==> config.mk <==
export PLATFORM = sky130hd
export DESIGN_NAME = regfile_wr_arbiter_flat
export DESIGN_NICKNAME = d
export VERILOG_FILES = /design/src/rtl/regfile_wr_arbiter_if.sv /design/src/rtl/regfile_wr_arbiter.sv /design/src/flat_wrapper.sv
export SDC_FILE = /design/constraint.sdc
export NUM_CORES = 1
export LEC_CHECK = 0
export ABC_CLOCK_PERIOD_IN_PS = 2900
export CAP_MARGIN = 20
export CORE_MARGIN = 10
export CORE_UTILIZATION = 40
export CTS_BUF_LIST = sky130_fd_sc_hd__clkbuf_4 sky130_fd_sc_hd__clkbuf_8
export DETAILED_ROUTE_END_ITERATION = 12
export PLACE_DENSITY = 0.78
export SLEW_MARGIN = 0
export SYNTH_ARGS = -nofsm -noshare
export SYNTH_HDL_FRONTEND = slang
export SYNTH_SLANG_ARGS = --single-unit
==> constraint.sdc <==
create_clock -name clk -period 2.9 [get_ports clk]
set_input_delay 0.58 -clock clk [delete_from_list [all_inputs] [get_ports clk]]
set_output_delay 0.58 -clock clk [all_outputs]
set_load 0.05 [all_outputs]
==> src/rtl/regfile_wr_arbiter_if.sv <==
// regfile_wr_arbiter_if: bundles the handshake, control and register-file-facing signals of
// regfile_wr_arbiter.
//
// Signals:
//   req0_valid/addr/data, req0_ready : requester 0 write channel (ready driven by arbiter)
//   req1_valid/addr/data, req1_ready : requester 1 write channel (ready driven by arbiter)
//   clear_start                      : single-cycle pulse requesting a zero sweep
//   busy                             : clear sweep in progress
//   rf_write_en/addr, rf_data_in     : register-file write port
//   gnt_cnt0/1                       : per-requester transfer counters (REGFILE_ARB_STATS_EN only)
//
// Modports:
//   master : requester/controller side (drives requests and clear_start)
//   slave  : arbiter side
//
// Optional feature macro: REGFILE_ARB_STATS_EN adds gnt_cnt0/gnt_cnt1.

interface regfile_wr_arbiter_if #(
  parameter int unsigned DATA_W = 16,
  parameter int unsigned ADDR_W = 4
);

  logic              req0_valid;
  logic [ADDR_W-1:0] req0_addr;
  logic [DATA_W-1:0] req0_data;
  logic              req0_ready;

  logic              req1_valid;
  logic [ADDR_W-1:0] req1_addr;
  logic [DATA_W-1:0] req1_data;
  logic              req1_ready;

  logic              clear_start;
  logic              busy;

  logic              rf_write_en;
  logic [ADDR_W-1:0] rf_write_addr;
  logic [DATA_W-1:0] rf_data_in;

`ifdef REGFILE_ARB_STATS_EN
  logic [15:0]       gnt_cnt0;
  logic [15:0]       gnt_cnt1;
`endif

  modport master (
    output req0_valid, req0_addr, req0_data,
    input  req0_ready,
    output req1_valid, req1_addr, req1_data,
    input  req1_ready,
    output clear_start,
    input  busy, rf_write_en, rf_write_addr, rf_data_in
`ifdef REGFILE_ARB_STATS_EN
    , input gnt_cnt0, gnt_cnt1
`endif
  );

  modport slave (
    input  req0_valid, req0_addr, req0_data,
    output req0_ready,
    input  req1_valid, req1_addr, req1_data,
    output req1_ready,
    input  clear_start,
    output busy, rf_write_en, rf_write_addr, rf_data_in
`ifdef REGFILE_ARB_STATS_EN
    , output gnt_cnt0, gnt_cnt1
`endif
  );

endinterface

==> src/rtl/regfile_wr_arbiter.sv <==
// regfile_wr_arbiter: shares the single write port of a 2^ADDR_W x DATA_W register file between
// two valid/ready requesters using round-robin arbitration, and provides a clear sequencer that
// sweeps every register to zero on command.
//
// Ports:
//   clk    : clock, all state changes on the rising edge
//   rst_n  : asynchronous active-low reset
//   bus_io : regfile_wr_arbiter_if.slave
//            - reqN_valid/addr/data in, reqN_ready out (combinational)
//            - clear_start in (single-cycle pulse), busy out (registered)
//            - rf_write_en/rf_write_addr/rf_data_in out (registered, 1-cycle latency)
//            - gnt_cnt0/gnt_cnt1 out when REGFILE_ARB_STATS_EN is defined
//
// Optional feature macro: REGFILE_ARB_STATS_EN adds saturating 16-bit per-requester transfer
// counters. They are cleared only by rst_n, never by the clear sweep.
//
// Sweep timing: the edge that samples clear_start drives address 0; each following edge in
// StClear drives the next address. The state stays in StClear while address 2^ADDR_W-1 is on
// the outputs, so busy (== state is StClear) covers exactly the 2^ADDR_W write cycles and no
// request can be accepted until the sweep has fully drained.

module regfile_wr_arbiter #(
  parameter int unsigned DATA_W = 16,
  parameter int unsigned ADDR_W = 4
) (
  input  logic                 clk,
  input  logic                 rst_n,
  regfile_wr_arbiter_if.slave  bus_io
);

  typedef enum logic [0:0] {
    StIdle,
    StClear
  } state_e;

  // The counter is one bit wider than the address so it can reach 2^ADDR_W, which marks the
  // cycle after the last address has been driven.
  localparam logic [ADDR_W:0] SweepEnd = {1'b1, {ADDR_W{1'b0}}};
  localparam logic [ADDR_W:0] CntOne   = {{ADDR_W{1'b0}}, 1'b1};

  state_e            state_q, state_d;
  logic              last_grant_q, last_grant_d;
  logic [ADDR_W:0]   clr_cnt_q, clr_cnt_d;
  logic              rf_we_q, rf_we_d;
  logic [ADDR_W-1:0] rf_addr_q, rf_addr_d;
  logic [DATA_W-1:0] rf_data_q, rf_data_d;

  logic grant0, grant1;
  logic ready0, ready1;
  logic xfer0, xfer1;
  logic idle;

  assign idle = (state_q == StIdle);

  // Round-robin: on a tie the requester that did not win last time gets the port.
  always_comb begin
    grant0 = 1'b0;
    grant1 = 1'b0;
    case ({bus_io.req1_valid, bus_io.req0_valid})
      2'b01:   grant0 = 1'b1;
      2'b10:   grant1 = 1'b1;
      2'b11: begin
        grant0 = last_grant_q;
        grant1 = ~last_grant_q;
      end
      default: ;
    endcase
  end

  // clear_start wins over any request presented in the same cycle.
  assign ready0 = grant0 & idle & ~bus_io.clear_start;
  assign ready1 = grant1 & idle & ~bus_io.clear_start;
  assign xfer0  = bus_io.req0_valid & ready0;
  assign xfer1  = bus_io.req1_valid & ready1;

  always_comb begin
    state_d      = state_q;
    last_grant_d = last_grant_q;
    clr_cnt_d    = clr_cnt_q;
    rf_we_d      = 1'b0;
    rf_addr_d    = rf_addr_q;
    rf_data_d    = rf_data_q;

    unique case (state_q)
      StIdle: begin
        if (bus_io.clear_start) begin
          state_d   = StClear;
          rf_we_d   = 1'b1;
          rf_addr_d = '0;
          rf_data_d = '0;
          clr_cnt_d = CntOne;
        end else if (xfer0) begin
          rf_we_d      = 1'b1;
          rf_addr_d    = bus_io.req0_addr;
          rf_data_d    = bus_io.req0_data;
          last_grant_d = 1'b0;
        end else if (xfer1) begin
          rf_we_d      = 1'b1;
          rf_addr_d    = bus_io.req1_addr;
          rf_data_d    = bus_io.req1_data;
          last_grant_d = 1'b1;
        end
      end
      StClear: begin
        if (clr_cnt_q == SweepEnd) begin
          // Last address is on the outputs now; this edge ends the sweep.
          state_d   = StIdle;
          clr_cnt_d = '0;
        end else begin
          rf_we_d   = 1'b1;
          rf_addr_d = clr_cnt_q[ADDR_W-1:0];
          rf_data_d = '0;
          clr_cnt_d = clr_cnt_q + CntOne;
        end
      end
      default: begin
        state_d   = StIdle;
        clr_cnt_d = '0;
      end
    endcase
  end

  always_ff @(posedge clk or negedge rst_n) begin
    if (!rst_n) begin
      state_q      <= StIdle;
      last_grant_q <= 1'b1;
      clr_cnt_q    <= '0;
      rf_we_q      <= 1'b0;
      rf_addr_q    <= '0;
      rf_data_q    <= '0;
    end else begin
      state_q      <= state_d;
      last_grant_q <= last_grant_d;
      clr_cnt_q    <= clr_cnt_d;
      rf_we_q      <= rf_we_d;
      rf_addr_q    <= rf_addr_d;
      rf_data_q    <= rf_data_d;
    end
  end

  assign bus_io.req0_ready    = ready0;
  assign bus_io.req1_ready    = ready1;
  assign bus_io.busy          = (state_q == StClear);
  assign bus_io.rf_write_en   = rf_we_q;
  assign bus_io.rf_write_addr = rf_addr_q;
  assign bus_io.rf_data_in    = rf_data_q;

`ifdef REGFILE_ARB_STATS_EN
  logic [15:0] gnt_cnt0_q;
  logic [15:0] gnt_cnt1_q;

  always_ff @(posedge clk or negedge rst_n) begin
    if (!rst_n) begin
      gnt_cnt0_q <= '0;
      gnt_cnt1_q <= '0;
    end else begin
      if (xfer0 && (gnt_cnt0_q != 16'hFFFF)) begin
        gnt_cnt0_q <= gnt_cnt0_q + 16'd1;
      end
      if (xfer1 && (gnt_cnt1_q != 16'hFFFF)) begin
        gnt_cnt1_q <= gnt_cnt1_q + 16'd1;
      end
    end
  end

  assign bus_io.gnt_cnt0 = gnt_cnt0_q;
  assign bus_io.gnt_cnt1 = gnt_cnt1_q;
`endif

endmodule
==> src/flat_wrapper.sv <==
// flat-port wrapper written by rule: the top's interface ports become plain ports
module regfile_wr_arbiter_flat 
#(
  parameter int unsigned DATA_W = 16,
  parameter int unsigned ADDR_W = 4
)
  (clk, rst_n, bus_io_req0_valid, bus_io_req0_addr, bus_io_req0_data, bus_io_req0_ready, bus_io_req1_valid, bus_io_req1_addr, bus_io_req1_data, bus_io_req1_ready, bus_io_clear_start, bus_io_busy, bus_io_rf_write_en, bus_io_rf_write_addr, bus_io_rf_data_in);
  regfile_wr_arbiter_if #(.DATA_W(DATA_W), .ADDR_W(ADDR_W)) bus_io_i ();
  input  logic clk;
  input  logic rst_n;
  input wire logic [$bits(bus_io_i.req0_valid)-1:0] bus_io_req0_valid;
  input wire logic [$bits(bus_io_i.req0_addr)-1:0] bus_io_req0_addr;
  input wire logic [$bits(bus_io_i.req0_data)-1:0] bus_io_req0_data;
  output wire logic [$bits(bus_io_i.req0_ready)-1:0] bus_io_req0_ready;
  input wire logic [$bits(bus_io_i.req1_valid)-1:0] bus_io_req1_valid;
  input wire logic [$bits(bus_io_i.req1_addr)-1:0] bus_io_req1_addr;
  input wire logic [$bits(bus_io_i.req1_data)-1:0] bus_io_req1_data;
  output wire logic [$bits(bus_io_i.req1_ready)-1:0] bus_io_req1_ready;
  input wire logic [$bits(bus_io_i.clear_start)-1:0] bus_io_clear_start;
  output wire logic [$bits(bus_io_i.busy)-1:0] bus_io_busy;
  output wire logic [$bits(bus_io_i.rf_write_en)-1:0] bus_io_rf_write_en;
  output wire logic [$bits(bus_io_i.rf_write_addr)-1:0] bus_io_rf_write_addr;
  output wire logic [$bits(bus_io_i.rf_data_in)-1:0] bus_io_rf_data_in;
  assign bus_io_i.req0_valid = bus_io_req0_valid;
  assign bus_io_i.req0_addr = bus_io_req0_addr;
  assign bus_io_i.req0_data = bus_io_req0_data;
  assign bus_io_req0_ready = bus_io_i.req0_ready;
  assign bus_io_i.req1_valid = bus_io_req1_valid;
  assign bus_io_i.req1_addr = bus_io_req1_addr;
  assign bus_io_i.req1_data = bus_io_req1_data;
  assign bus_io_req1_ready = bus_io_i.req1_ready;
  assign bus_io_i.clear_start = bus_io_clear_start;
  assign bus_io_busy = bus_io_i.busy;
  assign bus_io_rf_write_en = bus_io_i.rf_write_en;
  assign bus_io_rf_write_addr = bus_io_i.rf_write_addr;
  assign bus_io_rf_data_in = bus_io_i.rf_data_in;
  regfile_wr_arbiter #(.DATA_W(DATA_W), .ADDR_W(ADDR_W)) u_core (.clk(clk), .rst_n(rst_n), .bus_io(bus_io_i));
endmodule
==> flow_metrics.tcl, run 1 <==
set metrics [dict create \
    fin_ws_ps 517 \
    yosys.area_share.xor_xnor 0.00577 \
    ys.warnings.count 0 \
    pwr-share-clk 0.136 \
    dieArea_um2 6660 \
    grt_overflow_total 0 \
    hold_ws_ps 486 \
    drtAntennaViolNets 0 \
    gp_congestion 0.866 \
    antenna_found_initial 0 \
    grt_usage 0.122 \
    row_count 22 \
    utilization 0.631 \
    hold_start "u_core.bus_io.rf_data_in[14]" \
    post_cts_buffers 0 \
    hold_end "u_core.bus_io.rf_data_in[14]" \
    skew_ps 1.90 \
    pre_cts_ws_ps 483 \
    die_y_um 81.6 \
    grt_max_degree 33 \
    n_antenna_cell 0 \
    worst_path_largest_cell_delay_ps 900 \
    synth_cells 144 \
    cap_violations 0 \
    combPwrFrac 0.501 \
    root_buffer "clkbuf_8" \
    syn_to_final_growth_pct 52.2 \
    crit_chain "clkdlybuf4s50_1" \
    yosys.area_share.simple 0.141 \
    io_pins 69 \
    synth_fp_nets 191 \
    path_buf_inv 1 \
    core_area_um2 3660 \
    grt_pass1_vias 1280 \
    viasPerCell 5.07 \
    ys_ff_latch 28 \
    hold_viol 0 \
    p_sw_frac 0.428 \
    synth_fa_ha_area_frac 0.0165 \
    avgRoutedWirePerCell_um 16.3 \
    vias 1312 \
    total_power_mw 1.70 \
    ir_worst_vdd_mv 0.326 \
    leakagePower_nw 1.01 \
    placed_cell_area_um2 2250 \
    cts_buffers 3 \
    final_layout_size_suffix_gt1_frac 0.133 \
    cts_max_path_buffers 2 \
    switchingPower_uw 729 \
    p_int_uw 975 \
    drv_slew 0 \
    grt_pass1_wl_um 6360 \
    post-route-drc-count 0 \
    clock_latency_ps 270 \
    num-fill-cells 291 \
    syn_avg_cell_area_um2 10.5 \
    synth_area_um2 1520 \
    r2r-end "u_core.bus_io.rf_write_addr[2]" \
    fin_crit_ps 2380 \
    cp_max_fo 16 \
    firstDrtPassIters 4 \
    die_w_um 81.6 \
    cts_resized 0 \
    setup_viol 0 \
    ctsHoldBuffers 0 \
    cp-end-kind "output pin" \
    fin_area_um2 2310 \
    port_buffers 68 \
    finalCritPeriodShare 0.822 \
    synth_top_family_by_area "compound AO/OA/AOI/OAI gates" \
    r2r_start "u_core.clr_cnt_q[0]" \
    layout_common_cells "66 x clkdlybuf4s50_1, 27 x dfrtp_1, 26 x nand2_1, 16 x mux2i_1, 14 x o31ai_2" \
    dpl.hpwl_um 3410 \
    tightest_slew_ps 548 \
    status "finished, final reports clean" \
    fin_nets 259 \
    synth_compound_area_frac 0.218 \
    initial_core_util 0.415 \
    cts_sinks 28 \
    finalSetupTns_ps 0 \
    cts_tree "built" \
    relSlewSlack 0.634 \
    crit_family "buffers and inverters" \
    crit_type "reg2out" \
    crit_arrival_ps 1800 \
    cts_max_level 1 \
    routed_wirelength_um 4230 \
    hold_class "reg2reg" \
    cpMaxStageDelayCell "clkdlybuf4s50_1" \
    final_cells 259 \
    worst-r2r-setup-slack_ps 910 \
    p_seq_frac 0.363 \
    rsz0062_at_grt "false" \
    layout_commonest_cell "clkdlybuf4s50_1" \
    min_path_cells 2 \
    reg2reg_depth 7 \
    clkSlewWorstSetupHoldPaths_ps 90 \
    start_kind "flop" \
    fmax_mhz 420 \
    ys_seq_area_frac 0.462 \
    required_ps 2320 \
    drt_iter0_markers 112 \
    place_inst 255 \
    synth.distinct_cells 27 \
    synth.mux.area_fraction 0.106 \
    p_per_area_nw_per_um2 738 \
]
## synthesized netlist by cell type, drive strengths merged
library cell	instances	share of area
inv	3	0.0074
a22o	3	0.023
a21oi	6	0.020
and4bb	1	0.0082
nand3	2	0.0066
dfrtp	27	0.45
mux2i	16	0.11
nor3	1	0.0033
xnor2	1	0.0058
or2	1	0.0041
o21ai	3	0.0099
nand2	26	0.064
buf	7	0.033
nand2b	1	0.0041
nor2	8	0.020
nand4bb	1	0.0074
and4	4	0.023
clkbuf	3	0.0074
clkinv	1	0.0025
o31ai	15	0.12
dfstp	1	0.017
a31oi	11	0.045
ha	2	0.016
## flip-flops by register name, indices dropped and copies added (netlist names)
name / cells
u_core.bus_io.rf_data_in: 16
u_core.last_grant_q: 1
u_core.bus_io.rf_write_addr: 4
u_core.clr_cnt_q: 5
u_core.bus_io.busy: 1
u_core.bus_io.rf_write_en: 1
## final cells by class
class,instances,area (µm²),area share
Multi-Input combinational cell,102,739,0.320
Timing Repair Buffer,73,738,0.320
Sequential cell,28,702,0.304
Tap cell,48,60.1,0.0260
Clock buffer,4,55.1,0.0238
Inverter,4,15.0,0.00650
## kinds of logic after synthesis
group           after synthesis
xor+xnor                      1
flops                        28
mux                          16
buf+inv                      14
simple gates                 45
fa+ha+maj                     2
compound gates               38
## worst max-delay path by stage
stage	start	depth (start not counted)	end
2_1_floorplan	u_core.bus_io.busy	4	bus_io_req1_ready
3_3_place_gp	bus_io_clear_start	7	u_core.bus_io.rf_write_addr[0]
3_5_place_dp	bus_io_clear_start	7	u_core.bus_io.rf_write_addr[2]
4_1_cts	u_core.bus_io.busy	1	bus_io_busy
5_1_grt	u_core.bus_io.busy	1	bus_io_busy
6_report	u_core.bus_io.busy	1	bus_io_busy
## routing by layer
layer / up-vias / part of all wire / global-route usage / wire length [µm]
li1: 658 / - / - / -
met1: 614 / 0.37 / 0.133 / 1550
met2: 36 / 0.56 / 0.226 / 2380
met3: 4 / 0.057 / 0.0251 / 242
met4: 0 / 0.015 / 0.0459 / 62
met5: - / 0 / 0 / 0
## power groups by stage
stage	clock (mW)	combinational, mW	sequential (mW)
after global routing	0.258	0.919	0.639
final	0.232	0.855	0.618
after detailed placement	0	0.861	0.627
after CTS	0.241	0.863	0.620
after global placement	0	0.845	0.618
after floorplan	0	0.386	0.808
Note: power is estimated with default switching activity, not from simulation.
==> run 2, diff against run 1 <==
--- a/config.mk
+++ b/config.mk
@@ -5,7 +5,7 @@
 export SDC_FILE = /design/constraint.sdc
 export NUM_CORES = 1
 export LEC_CHECK = 0
-export ABC_CLOCK_PERIOD_IN_PS = 2900
+export ABC_CLOCK_PERIOD_IN_PS = 2200
 export CAP_MARGIN = 20
 export CORE_MARGIN = 10
 export CORE_UTILIZATION = 40
==> constraint.sdc (replaced) <==
create_clock -name clk -period 2.2 [get_ports clk]
set_input_delay 0.44 -clock clk [delete_from_list [all_inputs] [get_ports clk]]
set_output_delay 0.44 -clock clk [all_outputs]
set_load 0.05 [all_outputs]
==> run 2 against run 1 <==
  * Critical path depth increased by 4
  * Global-route usage increased by 0.50 points
  * Die area unchanged
  * Clock-buffer cell count unchanged
  * Wire length increased by 4.5%
  * Final cell count increased by 0.39%
  * First-iteration DRC count decreased by 29%
  * Non-clock buffer count increased by 1
  * Critical path type is now in2out
  * Largest cell class is now non-clock buffers
  * Largest power group unchanged
  * Highest routed layer unchanged
==> flow_metrics.tcl, run 2 (same netlist as run 1, synthesis figures left out) <==
set metrics [dict create \
    status "finished, final reports clean" \
    pre_cts_ws_ps -31.5 \
    fin_crit_ps 2070 \
    final-seq-area_um2 702 \
    cp-end-kind "output pin" \
    worst_path_largest_cell_delay_ps 480 \
    p_int_mw 1.29 \
    dieArea_um2 6660 \
    drv_slew 0 \
    cp_max_fo 6 \
    cpMaxStageDelayCell "clkdlybuf4s50_1" \
    gp_congestion 0.772 \
    post-route-drc-count 0 \
    setup_viol 0 \
    clkSlewWorstSetupHoldPaths_ps 90 \
    skew_ps 5.99 \
    final_layout_size_suffix_gt1_frac 0.156 \
    r2r_start "u_core.clr_cnt_q[0]" \
    cts_max_level 1 \
    fin_ws_ps 127 \
    r2r-end "u_core.bus_io.rf_write_addr[2]" \
    die_w_um 81.6 \
    reg2reg_depth 7 \
    cap_violations 0 \
    hold_viol 0 \
    grt_overflow_total 0 \
    start_kind "input port" \
    routed_wirelength_um 4420 \
    hold_end "u_core.bus_io.rf_data_in[0]" \
    row_count 22 \
    syn_to_final_growth_pct 54.3 \
    largest_register_ffs 16 \
    p_sw_frac 0.434 \
    ctsHoldBuffers 0 \
    hold_ws_ps 492 \
    clock_latency_ps 280 \
    tightest_slew_ps 540 \
    num-fill-cells 301 \
    grt_usage 0.127 \
    vias 1336 \
    cts_sinks 28 \
    path_buf_inv 2 \
    switchingPower_uw 994 \
    port_buffers 68 \
    n_antenna_cell 0 \
    initial_core_util 0.415 \
    required_ps 1760 \
    drtAntennaViolNets 0 \
    crit_type "in2out" \
    dpl.hpwl_um 3470 \
    min_path_cells 2 \
    io_pins 69 \
    fin_nets 260 \
    relSlewSlack 0.639 \
    hold_class "reg2reg" \
    worst-r2r-setup-slack_ps 200 \
    antenna_found_initial 0 \
    grt_pass1_vias 1325 \
    crit_arrival_ps 1630 \
    rsz0062_at_grt "false" \
    core_area_um2 3660 \
    crit_chain "clkdlybuf4s50_1 > nand2b_1 > nand2_1 > nor2_4 > buf_12" \
    fmax_mhz 482 \
    combPwrFrac 0.502 \
    cts_max_path_buffers 2 \
    layout_commonest_cell "clkdlybuf4s50_1" \
    avgRoutedWirePerCell_um 17.0 \
    firstDrtPassIters 4 \
    ir_worst_vdd_mv 0.523 \
    viasPerCell 5.14 \
    cts_buffers 3 \
    drt_iter0_markers 79 \
    finalCritPeriodShare 0.942 \
    cts_tree "built" \
    p_per_area_nw_per_um2 977 \
    grt_max_degree 33 \
    crit_family "buffers and inverters" \
    leakagePower_nw 1.02 \
    pwr-share-clk 0.140 \
    multi_input_area_um2 751 \
    layout_common_cells "65 x clkdlybuf4s50_1, 27 x dfrtp_1, 26 x nand2_1, 16 x mux2i_1, 14 x o31ai_2" \
    grt_pass1_wl_um 6640 \
    p_seq_frac 0.358 \
    root_buffer "clkbuf_8" \
    die_y_um 81.6 \
    hold_start "u_core.bus_io.rf_data_in[0]" \
]
run 2: cell types whose count changed in the layout (fill, tap and decap cells not counted):
cell	previous run	this run
clkinvlp_4	0	1
a21oi_1	6	5
buf_12	2	3
nor2_4	0	1
buf_4	5	6
nor2_1	8	7
clkdlybuf4s50_1	66	65
clkinv_1	1	0
a21oi_2	0	1
run 2: worst max path at each step:
stage	start	end	depth (start not counted)
2_1_floorplan	u_core.bus_io.busy	bus_io_req1_ready	4
3_3_place_gp	bus_io_clear_start	u_core.bus_io.rf_write_addr[0]	7
3_5_place_dp	bus_io_clear_start	u_core.bus_io.rf_write_addr[2]	7
4_1_cts	bus_io_req1_valid	bus_io_req0_ready	5
5_1_grt	u_core.clr_cnt_q[0]	u_core.bus_io.rf_write_addr[2]	7
6_report	bus_io_req1_valid	bus_io_req0_ready	5
run 2: worst min-delay path, cell delays in order (launching register included):
cell and delay [ps]:
dfrtp_1 350, nand2_1 60, o31ai_2 50
run 2: routing by layer:
| layer | vias up | part of all wire | GRT usage |
|---|---|---|---|
| li1 | 656 | - | - |
| met1 | 641 | 0.38 | 0.141 |
| met2 | 33 | 0.55 | 0.226 |
| met3 | 6 | 0.050 | 0.0317 |
| met4 | 0 | 0.017 | 0.0527 |
| met5 | - | 0 | 0 |
run 2: cell type report:
cell class / count / area share
Clock buffer: 4 / 0.0235
Inverter: 4 / 0.00801
Multi-Input combinational cell: 102 / 0.321
Sequential cell: 28 / 0.300
Tap cell: 48 / 0.0256
Timing Repair Buffer: 74 / 0.323
run 2: metrics by stage:
stage          setup TNS [ps]  instances   util  power (mW)  cell area [µm²]
5_1_grt                     0        260  0.640        2.41             2340
2_1_floorplan           -7.58        144      -        1.58             1530
6_report                    0        260  0.640        2.29             2340
4_1_cts                     0        260  0.639        2.30             2340
3_3_place_gp                0        256  0.624        1.94             2280
3_5_place_dp            -33.7        256  0.624        1.98             2280
run 2: what timing repair did:
item | 4_1_cts | 5_1_grt
endpoints found under the setup margin | 0 | 2
gates resized for setup | 0 | 1
endpoints found under the hold margin | 0 | 0
setup buffers | 0 | 0
run 2: power groups by stage:
| stage | Clock [mW] | Combinational, mW | Sequential (mW) |
|---|---|---|---|
| after global placement | 0 | 1.12 | 0.814 |
| after floorplan | 0 | 0.514 | 1.07 |
| final | 0.321 | 1.15 | 0.820 |
| after CTS | 0.324 | 1.16 | 0.816 |
| after global routing | 0.348 | 1.23 | 0.840 |
| after detailed placement | 0 | 1.16 | 0.826 |
